--- src/rtl/fpmul_arbiter.sv ---
// Round-robin arbiter that shares one fpmul unit among NREQ requesters, one operation at a time.
// Optional: define FPMUL_ARB_TIMEOUT_EN to abort WAIT after TIMEOUT cycles with a NaN/RespErr response.
module fpmul_arbiter #(
  parameter int unsigned NREQ    = 4,
  parameter int unsigned IDW     = 2,
  parameter int unsigned TIMEOUT = 64
) (
  input  logic                 Clk,
  input  logic                 Rst,
  input  logic [NREQ-1:0]      Req,
  input  logic [32*NREQ-1:0]   ReqA,
  input  logic [32*NREQ-1:0]   ReqB,
  output logic [NREQ-1:0]      Ack,
  output logic [31:0]          RespP,
  output logic [5:0]           RespFlags,
  output logic [IDW-1:0]       RespId,
  output logic                 RespErr,
  output logic                 Busy,
  output logic                 MulStart,
  output logic [31:0]          MulA,
  output logic [31:0]          MulB,
  input  logic                 MulDone,
  input  logic [31:0]          MulP,
  input  logic [5:0]           MulFlags
);

  if (NREQ < 2 || NREQ > 16 || IDW != $clog2(NREQ) || TIMEOUT < 1) begin : g_cfg_check
    $error("fpmul_arbiter: unsupported NREQ/IDW/TIMEOUT combination");
  end

  typedef enum logic [1:0] {IDLE, ISSUE, WAIT, RESP} state_t;

  state_t         state_q, state_d;
  logic [IDW-1:0] ptr_q, ptr_d;
  logic [IDW-1:0] id_q, id_d;
  logic [IDW-1:0] resp_id_q, resp_id_d;
  logic [31:0]    mul_a_q, mul_a_d;
  logic [31:0]    mul_b_q, mul_b_d;
  logic [31:0]    resp_p_q, resp_p_d;
  logic [5:0]     resp_flags_q, resp_flags_d;

  logic [31:0]    req_a [NREQ];
  logic [31:0]    req_b [NREQ];
  logic           gnt_vld;
  logic [IDW-1:0] gnt_id;
  logic [IDW-1:0] scan_id;

  for (genvar g = 0; g < NREQ; g++) begin : g_unpack
    assign req_a[g] = ReqA[32*g +: 32];
    assign req_b[g] = ReqB[32*g +: 32];
  end

  // First requesting index after the last served one, wrapping modulo NREQ.
  always_comb begin
    gnt_vld = 1'b0;
    gnt_id  = '0;
    scan_id = '0;
    for (int unsigned i = 1; i <= NREQ; i++) begin
      scan_id = IDW'((32'(ptr_q) + i) % NREQ);
      if (!gnt_vld && Req[scan_id]) begin
        gnt_vld = 1'b1;
        gnt_id  = scan_id;
      end
    end
  end

`ifdef FPMUL_ARB_TIMEOUT_EN
  localparam int unsigned CNTW = $clog2(TIMEOUT + 1);
  logic [CNTW-1:0] cnt_q, cnt_d;
  logic            resp_err_q, resp_err_d;
  assign RespErr = resp_err_q;
`else
  assign RespErr = 1'b0;
`endif

  always_comb begin
    state_d      = state_q;
    ptr_d        = ptr_q;
    id_d         = id_q;
    resp_id_d    = resp_id_q;
    mul_a_d      = mul_a_q;
    mul_b_d      = mul_b_q;
    resp_p_d     = resp_p_q;
    resp_flags_d = resp_flags_q;
`ifdef FPMUL_ARB_TIMEOUT_EN
    cnt_d        = cnt_q;
    resp_err_d   = resp_err_q;
`endif
    case (state_q)
      IDLE: begin
        if (gnt_vld) begin
          id_d    = gnt_id;
          mul_a_d = req_a[gnt_id];
          mul_b_d = req_b[gnt_id];
          state_d = ISSUE;
        end
      end
      ISSUE: begin
        state_d = WAIT;
`ifdef FPMUL_ARB_TIMEOUT_EN
        cnt_d   = '0;
`endif
      end
      WAIT: begin
        if (MulDone) begin
          resp_p_d     = MulP;
          resp_flags_d = MulFlags;
          resp_id_d    = id_q;
          state_d      = RESP;
`ifdef FPMUL_ARB_TIMEOUT_EN
          resp_err_d   = 1'b0;
        end else if (cnt_q == CNTW'(TIMEOUT - 1)) begin
          // TIMEOUT-th WAIT cycle without Done: report a quiet NaN.
          resp_p_d     = 32'h7FC0_0000;
          resp_flags_d = 6'b001000;
          resp_id_d    = id_q;
          resp_err_d   = 1'b1;
          state_d      = RESP;
        end else begin
          cnt_d = cnt_q + 1'b1;
`endif
        end
      end
      RESP: begin
        ptr_d   = id_q;
        state_d = IDLE;
      end
      default: state_d = IDLE;
    endcase
  end

  always_ff @(posedge Clk or negedge Rst) begin
    if (!Rst) begin
      state_q      <= IDLE;
      ptr_q        <= IDW'(NREQ - 1);
      id_q         <= '0;
      resp_id_q    <= '0;
      mul_a_q      <= '0;
      mul_b_q      <= '0;
      resp_p_q     <= '0;
      resp_flags_q <= '0;
`ifdef FPMUL_ARB_TIMEOUT_EN
      cnt_q        <= '0;
      resp_err_q   <= 1'b0;
`endif
    end else begin
      state_q      <= state_d;
      ptr_q        <= ptr_d;
      id_q         <= id_d;
      resp_id_q    <= resp_id_d;
      mul_a_q      <= mul_a_d;
      mul_b_q      <= mul_b_d;
      resp_p_q     <= resp_p_d;
      resp_flags_q <= resp_flags_d;
`ifdef FPMUL_ARB_TIMEOUT_EN
      cnt_q        <= cnt_d;
      resp_err_q   <= resp_err_d;
`endif
    end
  end

  assign Busy      = (state_q != IDLE);
  assign MulStart  = (state_q == ISSUE);
  assign MulA      = mul_a_q;
  assign MulB      = mul_b_q;
  assign Ack       = (state_q == RESP) ? ({{(NREQ-1){1'b0}}, 1'b1} << id_q) : '0;
  assign RespP     = resp_p_q;
  assign RespFlags = resp_flags_q;
  assign RespId    = resp_id_q;

endmodule
--- config.mk ---
export PLATFORM = sky130hd
export DESIGN_NAME = fpmul_arbiter
export DESIGN_NICKNAME = d
export VERILOG_FILES = /design/src/rtl/fpmul_arbiter.sv
export SDC_FILE = /design/constraint.sdc
export NUM_CORES = 1
export LEC_CHECK = 0
export CAP_MARGIN = 20
export CORE_AREA = 2 2 161 163
export CTS_CLUSTER_DIAMETER = 40
export DETAILED_ROUTE_END_ITERATION = 8
export DIE_AREA = 0 0 163 165
export GPL_TIMING_DRIVEN = 0
export HOLD_SLACK_MARGIN = 0.15
export SYNTH_ARGS = -nofsm -noshare
export SYNTH_HDL_FRONTEND = slang
export SYNTH_SLANG_ARGS = --single-unit
--- constraint.sdc ---
create_clock -name Clk -period 2.5 [get_ports Clk]
set_clock_uncertainty 0.2 [all_clocks]
set_input_delay 0.5 -clock Clk [delete_from_list [all_inputs] [get_ports Clk]]
set_output_delay 0.5 -clock Clk [all_outputs]
set_load 0.02 [all_outputs]
==> summary.md <==
| Metric | Value |
|---|---|
| Register bit total from synthesis | 110 |
| Number of design-rule violations left by the first detailed-router iteration | 210 |
| Post-synth EDFFs | 0 |
| Total Die Area | between 20000 and 30000 um2 |
| Post CTS Setup Buffer Count | 0 |
| Share of power burned in combinational logic | 0.598 |
| Ratio of cells with drive above 1 in the final layout | 0.105 |
| Fraction of the cycle the final worst path needs | 0.972 |
| Area added between synthesis and finish | 83.1% |
| Pin count of the biggest net entering global routing | slightly above 70 |
| Switching part of the total power | 0.413 |
| Largest driver fanout on the critical path | 10 |
| Sequential area share after synthesis | 0.466 |
| Hold violation total from the final report | 0 |
| Distinct cells, synth | 29 |
| Net load switching power | 4.94 mW |
| Register share of total power | 0.267 |
| Number of standard cells in the final layout excluding fillers | 1250 |
| GRT Resource Usage Total | 0.176 |
| Number of instances in the synthesized netlist | approximately 490 |
| Achievable Freq | ~400 MHz |
| Run status | completed |
| Worst setup timing slack at the placement stage | -948 ps |
| Number of design rule violations left after detail routing | 0 |
| Required time reported for the critical path endpoint | 2530 ps |
| Clk slew on worst S/H paths | around 90 ps |
| Rows | 58 |
| Kind of start point of the critical path | primary input |
| Count of TritonRoute iterations in the first routing pass | 4 |
| Beginning of the critical path | Req[3] |
| Nature of the critical path endpoint | flop |
| Clock root cell | sky130_fd_sc_hd__clkbuf_16 |
| Sequential cell area in the final layout | 2760 um2 |
| Fin. max-slew vios | 0 |
| Area leader, netlist | sky130_fd_sc_hd__dfrtp_1 |
| Vias in the first global route | 5969 |
| Most frequently used flop master after synthesis | sky130_fd_sc_hd__dfrtp_1 |
| Std-Cell Core Area | about 25000 um2 |
| Relative slew slack | 0.591 |
| Internal power | 7.02 mW |
| Power density over the cells | approximately 1100 nW/um2 |
| Power share of the clock group | 0.135 |
| Proportion of register bits with asynchronous set or reset after synthesis | 1.00 |
| Placed Instances | 1234 |
| Count of H-tree levels built during CTS | 3 |
| Maximum root-to-sink buffer count | 2 |
| Worst R2R Start | ptr_q[0]$_DFFE_PN1P_ |
| Global-route wire length before repair | between 30000 and 40000 um |
| Total length of routed wires | 24400 um |
| Initial core utilization | 0.236 |
| Net count after synthesis | about 800 |
| RSZ-0062 raised after global routing | false |
| Multi-input combinational cell area | between 2000 and 3000 um2 |
| Worst-skew pair later-pin latency | roughly 370 ps |
| Number of buffers added by the clock tree synthesis step | 9 |
| Top cells by area, synth | sky130_fd_sc_hd__dfrtp_1 (46%), sky130_fd_sc_hd__mux2i_1 (22%), sky130_fd_sc_hd__o221ai_1 (9.5%), sky130_fd_sc_hd__mux2_2 (7.6%), sky130_fd_sc_hd__nand2_1 (4.6%) |
| Worst endpoint data arrival time | about 2500 ps |
| Io pins | roughly 410 |
| Drt wl/cell | between 15 and 20 um |
| Proportion of netlist area held by the largest area contributor | 0.457 |
| Die Y-Extent | 165 um |
| Initial antenna violation count | 0 |
| Critical hold path startpoint | MulA[24]$_DFFE_PN0P_ |
| Total number of vias | roughly 5600 |
| Clk sink count | 110 |
| IR Drop Worst-Case VDD | around 560 uV |
| Diode insertion count for antenna repair | 0 |
| Final Critical Period | approximately 2400 ps |
| Number of nets still failing antenna checks after routing | 0 |
| Leakage power total | about 4.6 nW |
| Filler cell count | 2434 |
| Most frequent cells after synthesis | sky130_fd_sc_hd__mux2i_1 (128), sky130_fd_sc_hd__dfrtp_1 (108), sky130_fd_sc_hd__nand2_1 (73) |
| Vias per cell | roughly 4.5 |
| Worst Max-Slew Pin Slew | a little over 600 ps |
| Class of the most critical setup path | primary input to flop |
| Die width | between 150 and 200 um |
| HPWL after detailed placement | about 19000 um |
| Yosys Warn Count | 0 |
| Nets | ~1200 |
| Endpoints failing setup | 0 |
| Type of the worst min-delay path | flop to flop |
| Count of input and output buffers | ~400 |
| Average footprint of a synthesized cell | approximately 12 um2 |
| Routability cong. | approximately 0.75 |
| Mapped Area | between 5000 and 6000 um2 |
| Max-cap viol count | 0 |
| Post-route setup slack | approximately 70 ps |
| Grt total ovfl | 0 |
| TritonCTS clock tree | done |
| Leading cell type by number of instances after synthesis | sky130_fd_sc_hd__mux2i_1 |
[stage by stage]
step / setup TNS [ps] / hold slack, ps / power [mW] / utilization / instance area (um2)
after floorplan: 0 / 4.41 / 7.15 / - / 5920
after global placement: -497230 / 268 / 10.4 / 0.417 / 10400
after detailed placement: -57830 / 252 / 10.4 / 0.418 / 10500
after CTS: 0 / 293 / 12.1 / 0.432 / 10800
after global routing: 0 / 311 / 12.7 / 0.433 / 10800
final: 0 / 288 / 12.0 / 0.433 / 10800
[worst paths after layout]
| kind | to | slack, ps | cells after the start |
|---|---|---|---|
| worst min register to register | MulA[24]$_DFFE_PN0P_ | 290 | 2 |
| worst max-delay path | MulB[6]$_DFFE_PN0P_ | 70 | 8 |
| worst max register to register | MulB[6]$_DFFE_PN0P_ | 170 | 7 |
| worst min-delay path | MulA[24]$_DFFE_PN0P_ | 290 | 2 |
| min in group asynchronous | RespP[27]$_DFFE_PN0P_ | 400 | 2 |
| max in group asynchronous | MulA[13]$_DFFE_PN0P_ | 960 | 3 |
[placed cells by master, fill, tap and decap left out, types with 3 or more instances in the layout]
| master | Yosys | final |
|---|---|---|
| sky130_fd_sc_hd__inv_1 | 8 | 8 |
| sky130_fd_sc_hd__clkbuf_16 | 0 | 9 |
| sky130_fd_sc_hd__dlygate4sd2_1 | 0 | 5 |
| sky130_fd_sc_hd__a21oi_1 | 4 | 4 |
| sky130_fd_sc_hd__clkbuf_2 | 0 | 14 |
| sky130_fd_sc_hd__nand2_1 | 73 | 72 |
| sky130_fd_sc_hd__mux2i_1 | 128 | 126 |
| sky130_fd_sc_hd__mux2_2 | 40 | 40 |
| sky130_fd_sc_hd__ha_1 | 5 | 4 |
| sky130_fd_sc_hd__dfrtp_1 | 108 | 108 |
| sky130_fd_sc_hd__o21ai_0 | 3 | 3 |
| sky130_fd_sc_hd__clkdlybuf4s50_1 | 0 | 404 |
| sky130_fd_sc_hd__nor2_1 | 3 | 3 |
| sky130_fd_sc_hd__clkbuf_1 | 24 | 8 |
| sky130_fd_sc_hd__inv_12 | 0 | 3 |
| sky130_fd_sc_hd__nand2b_1 | 3 | 3 |
| sky130_fd_sc_hd__buf_12 | 10 | 11 |
| sky130_fd_sc_hd__o221ai_1 | 64 | 64 |
[routing by layer]
metal  up-vias  track usage  share of wire
li1       2678            -              -
met1      2691        0.199           0.39
met2       254        0.319           0.51
met3        16       0.0542          0.093
met4         0       0.0475          0.012
met5         -            0              0
[worst max-delay path: stages]
cell                              delay [ps]
sky130_fd_sc_hd__clkdlybuf4s50_1         480
sky130_fd_sc_hd__inv_1                   110
sky130_fd_sc_hd__o22ai_1                 110
sky130_fd_sc_hd__a211oi_4                360
sky130_fd_sc_hd__buf_12                  240
sky130_fd_sc_hd__buf_12                  190
sky130_fd_sc_hd__mux2i_2                 300
sky130_fd_sc_hd__o221ai_1                140
[power by group through the flow]
stage	Combinational [mW]	Sequential (mW)	Clock, mW
2_1_floorplan	2.95	4.20	0
3_3_place_gp	7.20	3.19	0
3_5_place_dp	7.22	3.22	0
4_1_cts	7.25	3.20	1.68
5_1_grt	7.68	3.32	1.72
6_report	7.16	3.19	1.61
[sequential cells by signal (all words and copies together) (netlist names)]
signal,flops
ptr_q,2
RespFlags,6
MulB,32
MulA,32
state_q,2
RespId,2
id_q,2
RespP,32
[cell type report]
cell class,instances,share of cell area
repair buffers,412,0.382
multi-input cells,335,0.258
flip-flops and latches,110,0.254
well taps,330,0.0381
plain buffers,39,0.0343
clock buffers,9,0.0208
clock inverters,7,0.00936
inverters,8,0.00277
[repair_timing]
action / CTS / global route
gates resized for setup: 20 / 12
hold buffers: 1 / 0
endpoints found under the hold margin: 40 / 0
gates cloned: 0 / 0
setup endpoints to repair: 71 / 64
[logic make-up after synthesis]
| group | after synthesis | share of synthesized area |
|---|---|---|
| simple gates | 84 | 0.0573 |
| fa+ha+maj | 5 | 0.0106 |
| mux | 168 | 0.293 |
| compound gates | 77 | 0.110 |
| buf+inv | 48 | 0.0632 |
| flops | 110 | 0.466 |
| other cells | 1 | 0.000634 |
No activity file was read; power rests on OpenSTA's default activity.
